===== src/rtl/nibble_sub_seq.sv =====
// Sequential WIDTH-bit subtractor: diff = a_in - b_in - bi, one lookahead-borrow nibble per clock.
// Optional signed-overflow output enabled by defining NIBBLE_SUB_OVF_EN.
module nibble_sub_seq #(
  parameter int unsigned WIDTH = 16  // multiple of 4, at least 4
) (
  input  logic             clk,
  input  logic             rst_n,
  input  logic             in_valid,
  output logic             in_ready,
  input  logic [WIDTH-1:0] a_in,
  input  logic [WIDTH-1:0] b_in,
  input  logic             bi,
  output logic             out_valid,
  input  logic             out_ready,
  output logic [WIDTH-1:0] diff,
  output logic             bo
`ifdef NIBBLE_SUB_OVF_EN
  ,
  output logic             ovf
`endif
);

  localparam int unsigned NIB  = WIDTH / 4;
  localparam int unsigned CntW = (NIB > 1) ? $clog2(NIB) : 1;

  typedef enum logic [1:0] {StIdle, StCalc, StDone} state_e;

  state_e            state_q;
  logic [CntW-1:0]   cnt_q;
  logic [WIDTH-1:0]  a_q, b_q, diff_q;
  logic              bin_q, bo_q;
  logic              in_ready_q, out_valid_q;
  logic [3:0]        a_nib, b_nib, g, p, d, br;
  logic              last_nib;

  // Lookahead-borrow slice for the nibble selected by the counter.
  always_comb begin
    a_nib = a_q[{cnt_q, 2'b00} +: 4];
    b_nib = b_q[{cnt_q, 2'b00} +: 4];
    g     = ~a_nib & b_nib;
    p     = ~(a_nib ^ b_nib);
    d     = a_nib ^ b_nib ^ {br[2:0], bin_q};
    br[0] = g[0] | (p[0] & bin_q);
    br[1] = g[1] | (p[1] & br[0]);
    br[2] = g[2] | (p[2] & br[1]);
    br[3] = g[3] | (p[3] & br[2]);
  end

  assign last_nib = (cnt_q == CntW'(NIB - 1));

`ifdef NIBBLE_SUB_OVF_EN
  logic ovf_q;
  // Top bit of the result is d[3] of the last nibble, produced on the same edge.
  always_ff @(posedge clk or negedge rst_n) begin
    if (!rst_n) begin
      ovf_q <= 1'b0;
    end else if (state_q == StCalc && last_nib) begin
      ovf_q <= (a_q[WIDTH-1] ^ b_q[WIDTH-1]) & (a_q[WIDTH-1] ^ d[3]);
    end
  end
  assign ovf = ovf_q;
`endif

  always_ff @(posedge clk or negedge rst_n) begin
    if (!rst_n) begin
      state_q     <= StIdle;
      cnt_q       <= '0;
      a_q         <= '0;
      b_q         <= '0;
      bin_q       <= 1'b0;
      diff_q      <= '0;
      bo_q        <= 1'b0;
      in_ready_q  <= 1'b1;
      out_valid_q <= 1'b0;
    end else begin
      unique case (state_q)
        StIdle: begin
          if (in_valid) begin
            a_q        <= a_in;
            b_q        <= b_in;
            bin_q      <= bi;
            cnt_q      <= '0;
            diff_q     <= '0;
            in_ready_q <= 1'b0;
            state_q    <= StCalc;
          end
        end
        StCalc: begin
          diff_q[{cnt_q, 2'b00} +: 4] <= d;
          bin_q <= br[3];
          cnt_q <= cnt_q + CntW'(1);
          if (last_nib) begin
            bo_q        <= br[3];
            out_valid_q <= 1'b1;
            state_q     <= StDone;
          end
        end
        StDone: begin
          if (out_ready) begin
            out_valid_q <= 1'b0;
            in_ready_q  <= 1'b1;
            state_q     <= StIdle;
          end
        end
        default: state_q <= StIdle;
      endcase
    end
  end

  assign in_ready  = in_ready_q;
  assign out_valid = out_valid_q;
  assign diff      = diff_q;
  assign bo        = bo_q;

endmodule


===== config.mk =====
export PLATFORM = sky130hd
export DESIGN_NAME = nibble_sub_seq
export DESIGN_NICKNAME = d
export VERILOG_FILES = /design/src/rtl/nibble_sub_seq.sv
export SDC_FILE = /design/constraint.sdc
export NUM_CORES = 1
export LEC_CHECK = 0
export CAP_MARGIN = 20
export CELL_PAD_IN_SITES_DETAIL_PLACEMENT = 0
export CELL_PAD_IN_SITES_GLOBAL_PLACEMENT = 2
export CORE_ASPECT_RATIO = 0.8
export CORE_MARGIN = 8
export CORE_UTILIZATION = 35
export CTS_CLUSTER_SIZE = 30
export DETAILED_ROUTE_END_ITERATION = 16
export PLACE_DENSITY_LB_ADDON = 0.05
export SYNTH_ARGS = -nofsm -noshare
export SYNTH_HDL_FRONTEND = slang
export SYNTH_SLANG_ARGS = --single-unit

===== constraint.sdc =====
create_clock -name clk -period 4.1 [get_ports clk]
set_input_delay 0.82 -clock clk [delete_from_list [all_inputs] [get_ports clk]]
set_output_delay 0.82 -clock clk [all_outputs]
set_load 0.02 [all_outputs]

# Yosys cells after proc, flatten, opt, wreduce, memory -nomap -nowiden
# Cells that the tools add are included.
# op_classes
add_sub_neg	2
mul	0
div	0
magnitude_cmp	0
n_eq_ne	6
shift	4
mux	17
bitwise_logic	13
reduce_logical	10
# ops
cell	count
$pmux 16 s2	1
$shiftx 16x5->4	2
$bwmux 16	1
$mux 16	1
$shift 4x6->16 const A	1
$shiftx 4x6->16	1
$reduce_and 3->1	3
$mux 2	4
$not 4->4	2
$xor 4x4->4	2
$ne 2x2->1 const B	3
$neg 4->6	1
$pmux 1 s2	3
$pmux 2 s3	1
$reduce_and 2->1	3
$reduce_bool 2->1	3
$mux 1	5
$and 1x1->1	4
$and 4x4->4	1
$eq 2x2->1 const B	2
$or 1x1->1	4
$pmux 2 s2	1
$add 2x1->2 const B	1
$eq 2x1->1 const B	1
$logic_not 2->1	1
# totals
register_bits	56
latchBits	0
ramBits	0
rom_bits	0
input_bits	37
output_inout_bits	19
wordCells	61
mem_count	0

# Depth between registers and ports, before layout
# Gate-level depths: netlist of the first run.
# depth
ltp_word	13
depth_mapped	11
mapped_depth_nobuf	10

# Least setup slack after synthesis of the first run
# OpenSTA, ideal clock, no wires.
# synth_path
path_kind	register -> register
start	reg cnt_q[0]
end	reg diff_q[11], in the netlist diff[11]
arrival_time_ns	2.790
slack_ns	1.232
stages_incl_launch_ff	11
path_cell_list	dfrtp_1 -> buf_4 -> mux4_2 -> inv_1 -> fa_1 -> inv_1 -> fa_1 -> fa_1 -> inv_1 -> fa_1 -> o2bb2ai_1
# synth_between
elab_chain_cells	13
# synth_lines
element	line_no	text
start: declaration	29	logic [CntW-1:0] cnt_q;
start signal: assignment	91	cnt_q <= cnt_q + CntW'(1);
$shiftx 16x5->4, on equally long branches	38, 39	
$xor 4x4->4	41, 42	
$not 4->4	41	p = ~(a_nib ^ b_nib);
$and 1x1->1	43	br[0] = g[0] | (p[0] & bin_q);
$or 1x1->1	43	
$and 1x1->1	44	br[1] = g[1] | (p[1] & br[0]);
$or 1x1->1	44	
$and 1x1->1	45	br[2] = g[2] | (p[2] & br[1]);
$or 1x1->1	45	
$xor 4x4->4	42	d = a_nib ^ b_nib ^ {br[2:0], bin_q};
$shiftx 4x6->16	89	diff_q[{cnt_q, 2'b00} +: 4] <= d;
$bwmux 16 (*)	89	
$pmux 16 s2 (*)	76	unique case (state_q)
end signal: assignment	71	diff_q <= '0;
end signal: assignment	83	diff_q <= '0;
end signal: indexed assignment	89	
end: declaration	30	logic [WIDTH-1:0] a_q, b_q, diff_q;
# Mark *: on every way between the ends. The rest lies on a longest branch, timed or not.
# A chain may end at the register's enable or synchronous reset.

# Worst setup path in the final report of the first run
# layout_path
start	reg cnt_q[0]
end	reg bin_q
# layout_between
elab_chain_cells	12
# layout_lines
element	line_no	text
$shiftx 16x5->4, on equally long branches	38, 39	
$xor 4x4->4	41	
$not 4->4	41	
$and 1x1->1	43	
$or 1x1->1	43	
$and 1x1->1	44	
$or 1x1->1	44	
$and 1x1->1	45	
$or 1x1->1	45	
$and 1x1->1	46	br[3] = g[3] | (p[3] & br[2]);
$or 1x1->1 (*)	46	
net br[3]	33	logic [3:0] a_nib, b_nib, g, p, d, br;
$pmux 1 s2 (*)	76	
end signal: assignment	81	bin_q <= bi;
end signal: assignment	90	bin_q <= br[3];
end: declaration	31	logic bin_q, bo_q;
# The timed path passes the listed nets; every way through them passes the cells marked *.

==> results of run 1 <==
per-layer routing:
metal | GRT usage | vias up
li1 | - | 766
met1 | 0.149 | 807
met2 | 0.187 | 39
met3 | 0.0354 | 2
met4 | 0.0229 | 0
met5 | 0 | -
stage by stage:
step | hold slack [ps] | total power [W] | util | instance area [um2]
after floorplan | 476 | 0.00210 | - | 2740
after CTS | 506 | 0.00309 | 0.449 | 3490
after global routing | 530 | 0.00324 | 0.449 | 3490
after detailed placement | 482 | 0.00259 | 0.429 | 3330
final | 499 | 0.00303 | 0.449 | 3490
after global placement | 475 | 0.00255 | 0.429 | 3330
cells in the mapped netlist (all sizes together), types with 5 or more instances:
master	n
buf	8
dfrtp	55
a22o	9
mux4	8
a21oi	5
o2bb2ai	8
mux2	34
nand2	5
inv	10
layout make-up:
type	instances	share of cell area
Inverter	10	0.0108
Clock inverter	3	0.0258
Timing Repair Buffer	57	0.161
Sequential cell	56	0.402
Clock buffer	5	0.0197
Multi-Input combinational cell	106	0.342
Tap cell	108	0.0388
registers in the layout, indices dropped and copies added, names as in the netlist:
| register | count |
|---|---|
| a_q | 16 |
| b_q | 16 |
| bin_q | 1 |
| bo | 1 |
| cnt_q | 2 |
| diff | 16 |
| in_ready | 1 |
| out_valid | 1 |
| state_q | 2 |
worst max path at each step:
stage | start | end
floorplan | cnt_q[0] | diff[11]
global placement | cnt_q[0] | diff[11]
detailed placement | cnt_q[0] | diff[11]
CTS | cnt_q[0] | diff[11]
global route | cnt_q[0] | diff[7]
finish | cnt_q[0] | bin_q
cell families after synthesis:
family | after synthesis | share of synthesized area
flops | 56 | 0.512
fa+ha+maj | 8 | 0.0475
mux | 42 | 0.247
compound gates | 31 | 0.0859
buf+inv | 19 | 0.0526
simple gates | 25 | 0.0548
worst max-delay path: stages, from the launching register on:
cell and delay (ps):
dfrtp_1 600, buf_4 260, mux4_2 520, fa_1 370, inv_1 80, fa_1 190
fa_1 170, inv_1 50, fa_1 390, a22oi_1 170, o21ai_0 110
cell usage in the layout (no fill, tap or decap), drive strengths merged:
cell	count
nand3	1
nor3	1
nand4	2
a22oi	1
a21o	4
clkbuf	5
o2bb2ai	8
dfrtp	55
o31ai	1
and4	2
o21ai	2
mux2	34
nor2b	3
ha	4
a21oi	5
clkdlybuf4s50	54
nor2	4
mux4	8
and3	2
fa	4
buf	3
inv	10
a31oi	1
or3	1
dfstp	1
a22o	9
nand2b	3
nand3b	1
nand2	5
bufinv	3
power groups by stage:
stage	Sequential, W	Clock [W]	Combinational, W
final	0.00101	0.000482	0.00154
after global routing	0.00105	0.000521	0.00167
after detailed placement	0.00103	0	0.00156
after global placement	0.00103	0	0.00152
after CTS	0.00102	0.000497	0.00157
after floorplan	0.000986	0	0.00111
==> metrics, run 1 <==
max layer used met4; Max Clk Rate 330 MHz; Final WS setup 1070 ps; FF+latch count, synth 56; final period utilization 0.740; biggest area consumer among synthesized cells dfrtp_1; post-CTS sizing 0; CTS root buffer clkbuf_8; Die Area 10,900 um2; via total after detailed routing 1,614; Met2 Wirelength 2800 um; Clock Tree Buf Depth 2; GRT Overall Usage 0.115; cts hold-fix bufs 0; vias per inst 4.68; Synthesized Nets 226; max-cap viol count 0; Layout Nets 281; register area share after synthesis 0.512; largest net degree at the start of global routing 57; leakage 1.52 nW; core area 7760 um2; Worst-Skew Late Latency 300 ps; htree depth 2; Die X 115 um; Power Internal 0.00192 W; Hold Crit Start diff[0]; layout cells sized above 1 0.241; status finished clean; DR iter-0 viols 39; Hold Path Stages 1; Synth-to-Final Area Change 27.4%; Starting Density 0.353; Detailed Place HPWL 4550 um; RR Startpoint cnt_q[0]; Synth top area share 0.503; switching portion of total power 0.367; TritonRoute pass-1 iters 4; Clock Sinks 56; Final Skew 4.90 ps; kind of critical path flop to flop; Final Hold Viols 0; RSZ-0062 raised after global routing no; Post-route DRC 0; CP required 4270 ps; Ant. Diodes 0; Switching Power 0.00111 W; Flop pwr share 0.333; Final Critical Period 3030 ps; worst r2r dst bin_q; Mean Syn Cell Area 15.1 um2; Worst-Margin Slew 993 ps; Detailed Route WL 5950 um; dpl cells 337; CTS tree yes; CP Capture Type flop; Fillers 725; Worst EP arrival 3210 ps; Cell Rows 29; IO Count 56; ANT nets after route 0; first-pass GRT wire length 9830 um; setup TNS 0 ps; IO buf count 55; Max Slew Vio Count 0; Post-synth EDFFs 0; Register-to-Register Path Depth 10; initial antenna violation count 0; vias in the first global route 1,849; Top FF cell, synth dfrtp_1; Reg2Reg Setup Slack 1070 ps; Hold Crit Endpoint diff[0]; # Post-CTS Setup Buffers 0; fraction of registers with async set or reset after synthesis 1.00; Comb power frac 0.508; crit start category flop; Worst IR Drop VDD 0.311 mV; cells after synthesis 181; Cell Pwr Density 870 nW/um2; CTS clk-pin slew, worst paths 100 ps; slew margin rel. 0.338; Final setup viols 0; DRT met1 WL 2780 um; library cells used by synthesis 33; flip-flop and latch area 1400 um2; Clock Power Share 0.159; yosys warns 0; Multi-input gate area 1190 um2; wire length on met3 339 um; Overflow after GRT 0; Place WS 1060 ps; Mapped Area 2740 um2; post-route insts no fill 345; GP Congestion 0.758; top cells by area, synth dfrtp_1 (50%), mux2_4 (16%), mux4_2 (6.6%); drt wl/cell 17.2 um; Die H 95.1 um; crit-path max FO 10; CTS buffer count 5; Hold WC Path Type flop to flop
No activity file was read; power rests on OpenSTA's default activity.
==> run 2: changes to the inputs <==
==> constraint.sdc (replaced) <==
create_clock -name clk -period 2.9 [get_ports clk]
set_input_delay 0.58 -clock clk [delete_from_list [all_inputs] [get_ports clk]]
set_output_delay 0.58 -clock clk [all_outputs]
set_load 0.02 [all_outputs]
==> run 2 against run 1 <==
Compared with the run above: non-clock buffer count increased by 5; clock skew increased by 1.9 ps; critical path type unchanged; largest power group unchanged; critical path depth decreased by 1; setup slack got worse by 920 ps; cell area about the same; clock power decreased by 7.3%; combinational power increased by 51%; register-to-register slack got worse by 920 ps; first-iteration DRC count decreased by 18%.
==> metrics, run 2 (synthesis gave the netlist of run 1 again) <==
drt wl/cell 18.0 um (was 17.2 um); vias per inst 4.74 (was 4.68); Reg2Reg Setup Slack 140 ps (was 1070 ps); Die H 95.1 um (unchanged); Critical-path top delay cell mux4_2 (was dfrtp_1); final period utilization 0.951 (was 0.740); Final Critical Period 2760 ps (was 3030 ps); Worst-Margin Slew 556 ps (was 993 ps); largest net degree at the start of global routing 33 (was 57); slew margin rel. 0.628 (was 0.338); first-pass GRT wire length 10,400 um (was 9830 um); GRT Overall Usage 0.122 (was 0.115); most frequent cells in the layout dfrtp_1 (55), clkdlybuf4s50_1 (54), mux2_4 (30) (unchanged); Hold WC Path Type primary input to async pin (was flop to flop); Ant. Diodes 0 (unchanged); Max Clk Rate 362 MHz (was 330 MHz); IO buf count 55 (unchanged); CTS buffer count 5 (unchanged); leading cell type in the layout, fill and taps excluded dfrtp_1 (unchanged); Clock Tree Buf Depth 2 (unchanged); DR iter-0 viols 32 (was 39); status finished clean (unchanged); Clock Sinks 56 (unchanged); Worst EP arrival 2990 ps (was 3210 ps); CTS tree yes (unchanged); setup TNS 0 ps (unchanged); Worst-Skew Late Latency 310 ps (was 300 ps); CTS clk-pin slew, worst paths 100 ps (about the same); Final Skew 6.84 ps (was 4.90 ps); via total after detailed routing 1,659 (was 1,614); Cell Rows 29 (unchanged); crit-path max FO 4 (was 10); max-cap viol count 0 (unchanged); crit start category flop (unchanged); layout cells sized above 1 0.260 (was 0.241); initial antenna violation count 0 (unchanged); # Post-CTS Setup Buffers 0 (unchanged); CP required 3130 ps (was 4270 ps); Layout Nets 286 (was 281); area of placed instances 3380 um2 (was 3330 um2); CTS root buffer clkbuf_8 (unchanged); Final setup viols 0 (unchanged); cts hold-fix bufs 0 (unchanged); Overflow after GRT 0 (unchanged); Synth-to-Final Area Change 27.3% (was 27.4%); core area 7760 um2 (unchanged); Cell Chain, Critical Path mux4_2, inv_1, fa_1, inv_1, fa_1, fa_1, inv_1, fa_2, o2bb2ai_1 (was buf_4, mux4_2, fa_1, inv_1, fa_1, fa_1, inv_1, fa_1, a22oi_1, o21ai_0); GP Congestion 0.752 (was 0.758); Post-route DRC 0 (unchanged); hold_ws 155 ps (was 499 ps); Total Power 0.00415 W (was 0.00303 W); IO Count 56 (unchanged); htree depth 2 (unchanged); kind of critical path flop to flop (unchanged); Die Area 10,900 um2 (unchanged); Max Slew Vio Count 0 (unchanged); RSZ-0062 raised after global routing no (unchanged); Detailed Place HPWL 4870 um (was 4550 um); Starting Density 0.353 (unchanged); CP peak stage delay 510 ps (was 600 ps); vias in the first global route 1,895 (was 1,849); Die X 115 um (unchanged); CP Capture Type flop (unchanged); TritonRoute pass-1 iters 4 (unchanged); Final Hold Viols 0 (unchanged); Detailed Route WL 6310 um (was 5950 um); Worst IR Drop VDD 0.520 mV (was 0.311 mV); ANT nets after route 0 (unchanged); Post-Layout Inst Area 3480 um2 (was 3490 um2); post-CTS sizing 0 (unchanged); Cell Pwr Density 1190 nW/um2 (was 870 nW/um2); Top delay family on crit path adder cells (unchanged); WP buf/inv 3 (unchanged); leakage 1.52 nW (about the same)
[run 2: cell count changes in the layout (fill, tap and decap cells not counted), sizes merged]
| cell | previous run | this run |
|---|---|---|
| clkinvlp | 0 | 1 |
| bufinv | 3 | 0 |
| clkbuf | 5 | 7 |
| buf | 3 | 8 |
[run 2: area by class of cell]
| cell class | instances | area, um2 |
|---|---|---|
| fill | 712 | 4280 |
| sequential | 56 | 1400 |
| multi-input combinational | 106 | 1200 |
| timing repair buffer | 62 | 614 |
| tap | 108 | 135 |
| clock buffer | 7 | 86.3 |
| inverter | 10 | 37.5 |
| clock inverter | 1 | 7.51 |
[run 2: metal layers]
metal / up-vias / share of wire / global-route usage
met5: - / 0 / 0
met4: 0 / 0.0067 / 0.0294
met3: 5 / 0.052 / 0.0354
met2: 40 / 0.48 / 0.198
met1: 838 / 0.46 / 0.159
li1: 776 / - / -
[run 2: metrics by stage]
step / util / setup slack [ps] / std cells
2_1_floorplan: - / 32.2 / 181
4_1_cts: 0.447 / 115 / 350
3_3_place_gp: 0.435 / 194 / 342
6_report: 0.449 / 141 / 350
3_5_place_dp: 0.435 / 167 / 342
5_1_grt: 0.449 / 5.13 / 350
[run 2: power by group]
part / switching [W] / total [W] / internal [W]
clock: 0.000252 / 0.000447 / 0.000195
combinational: 0.00111 / 0.00232 / 0.00121
sequential: 0.000251 / 0.00138 / 0.00113
total: 0.00161 / 0.00415 / 0.00254
[run 2: path summary, 6_finish.rpt]
check	start	endpoint	cells past startpoint
max in group asynchronous	rst_n	b_q[8]	2
worst min register to register	diff[3]	diff[3]	1
worst min-delay path	rst_n	a_q[10]	1
min in group clk	diff[3]	diff[3]	1
worst max-delay path	cnt_q[0]	diff[15]	9
worst max register to register	cnt_q[0]	diff[15]	9
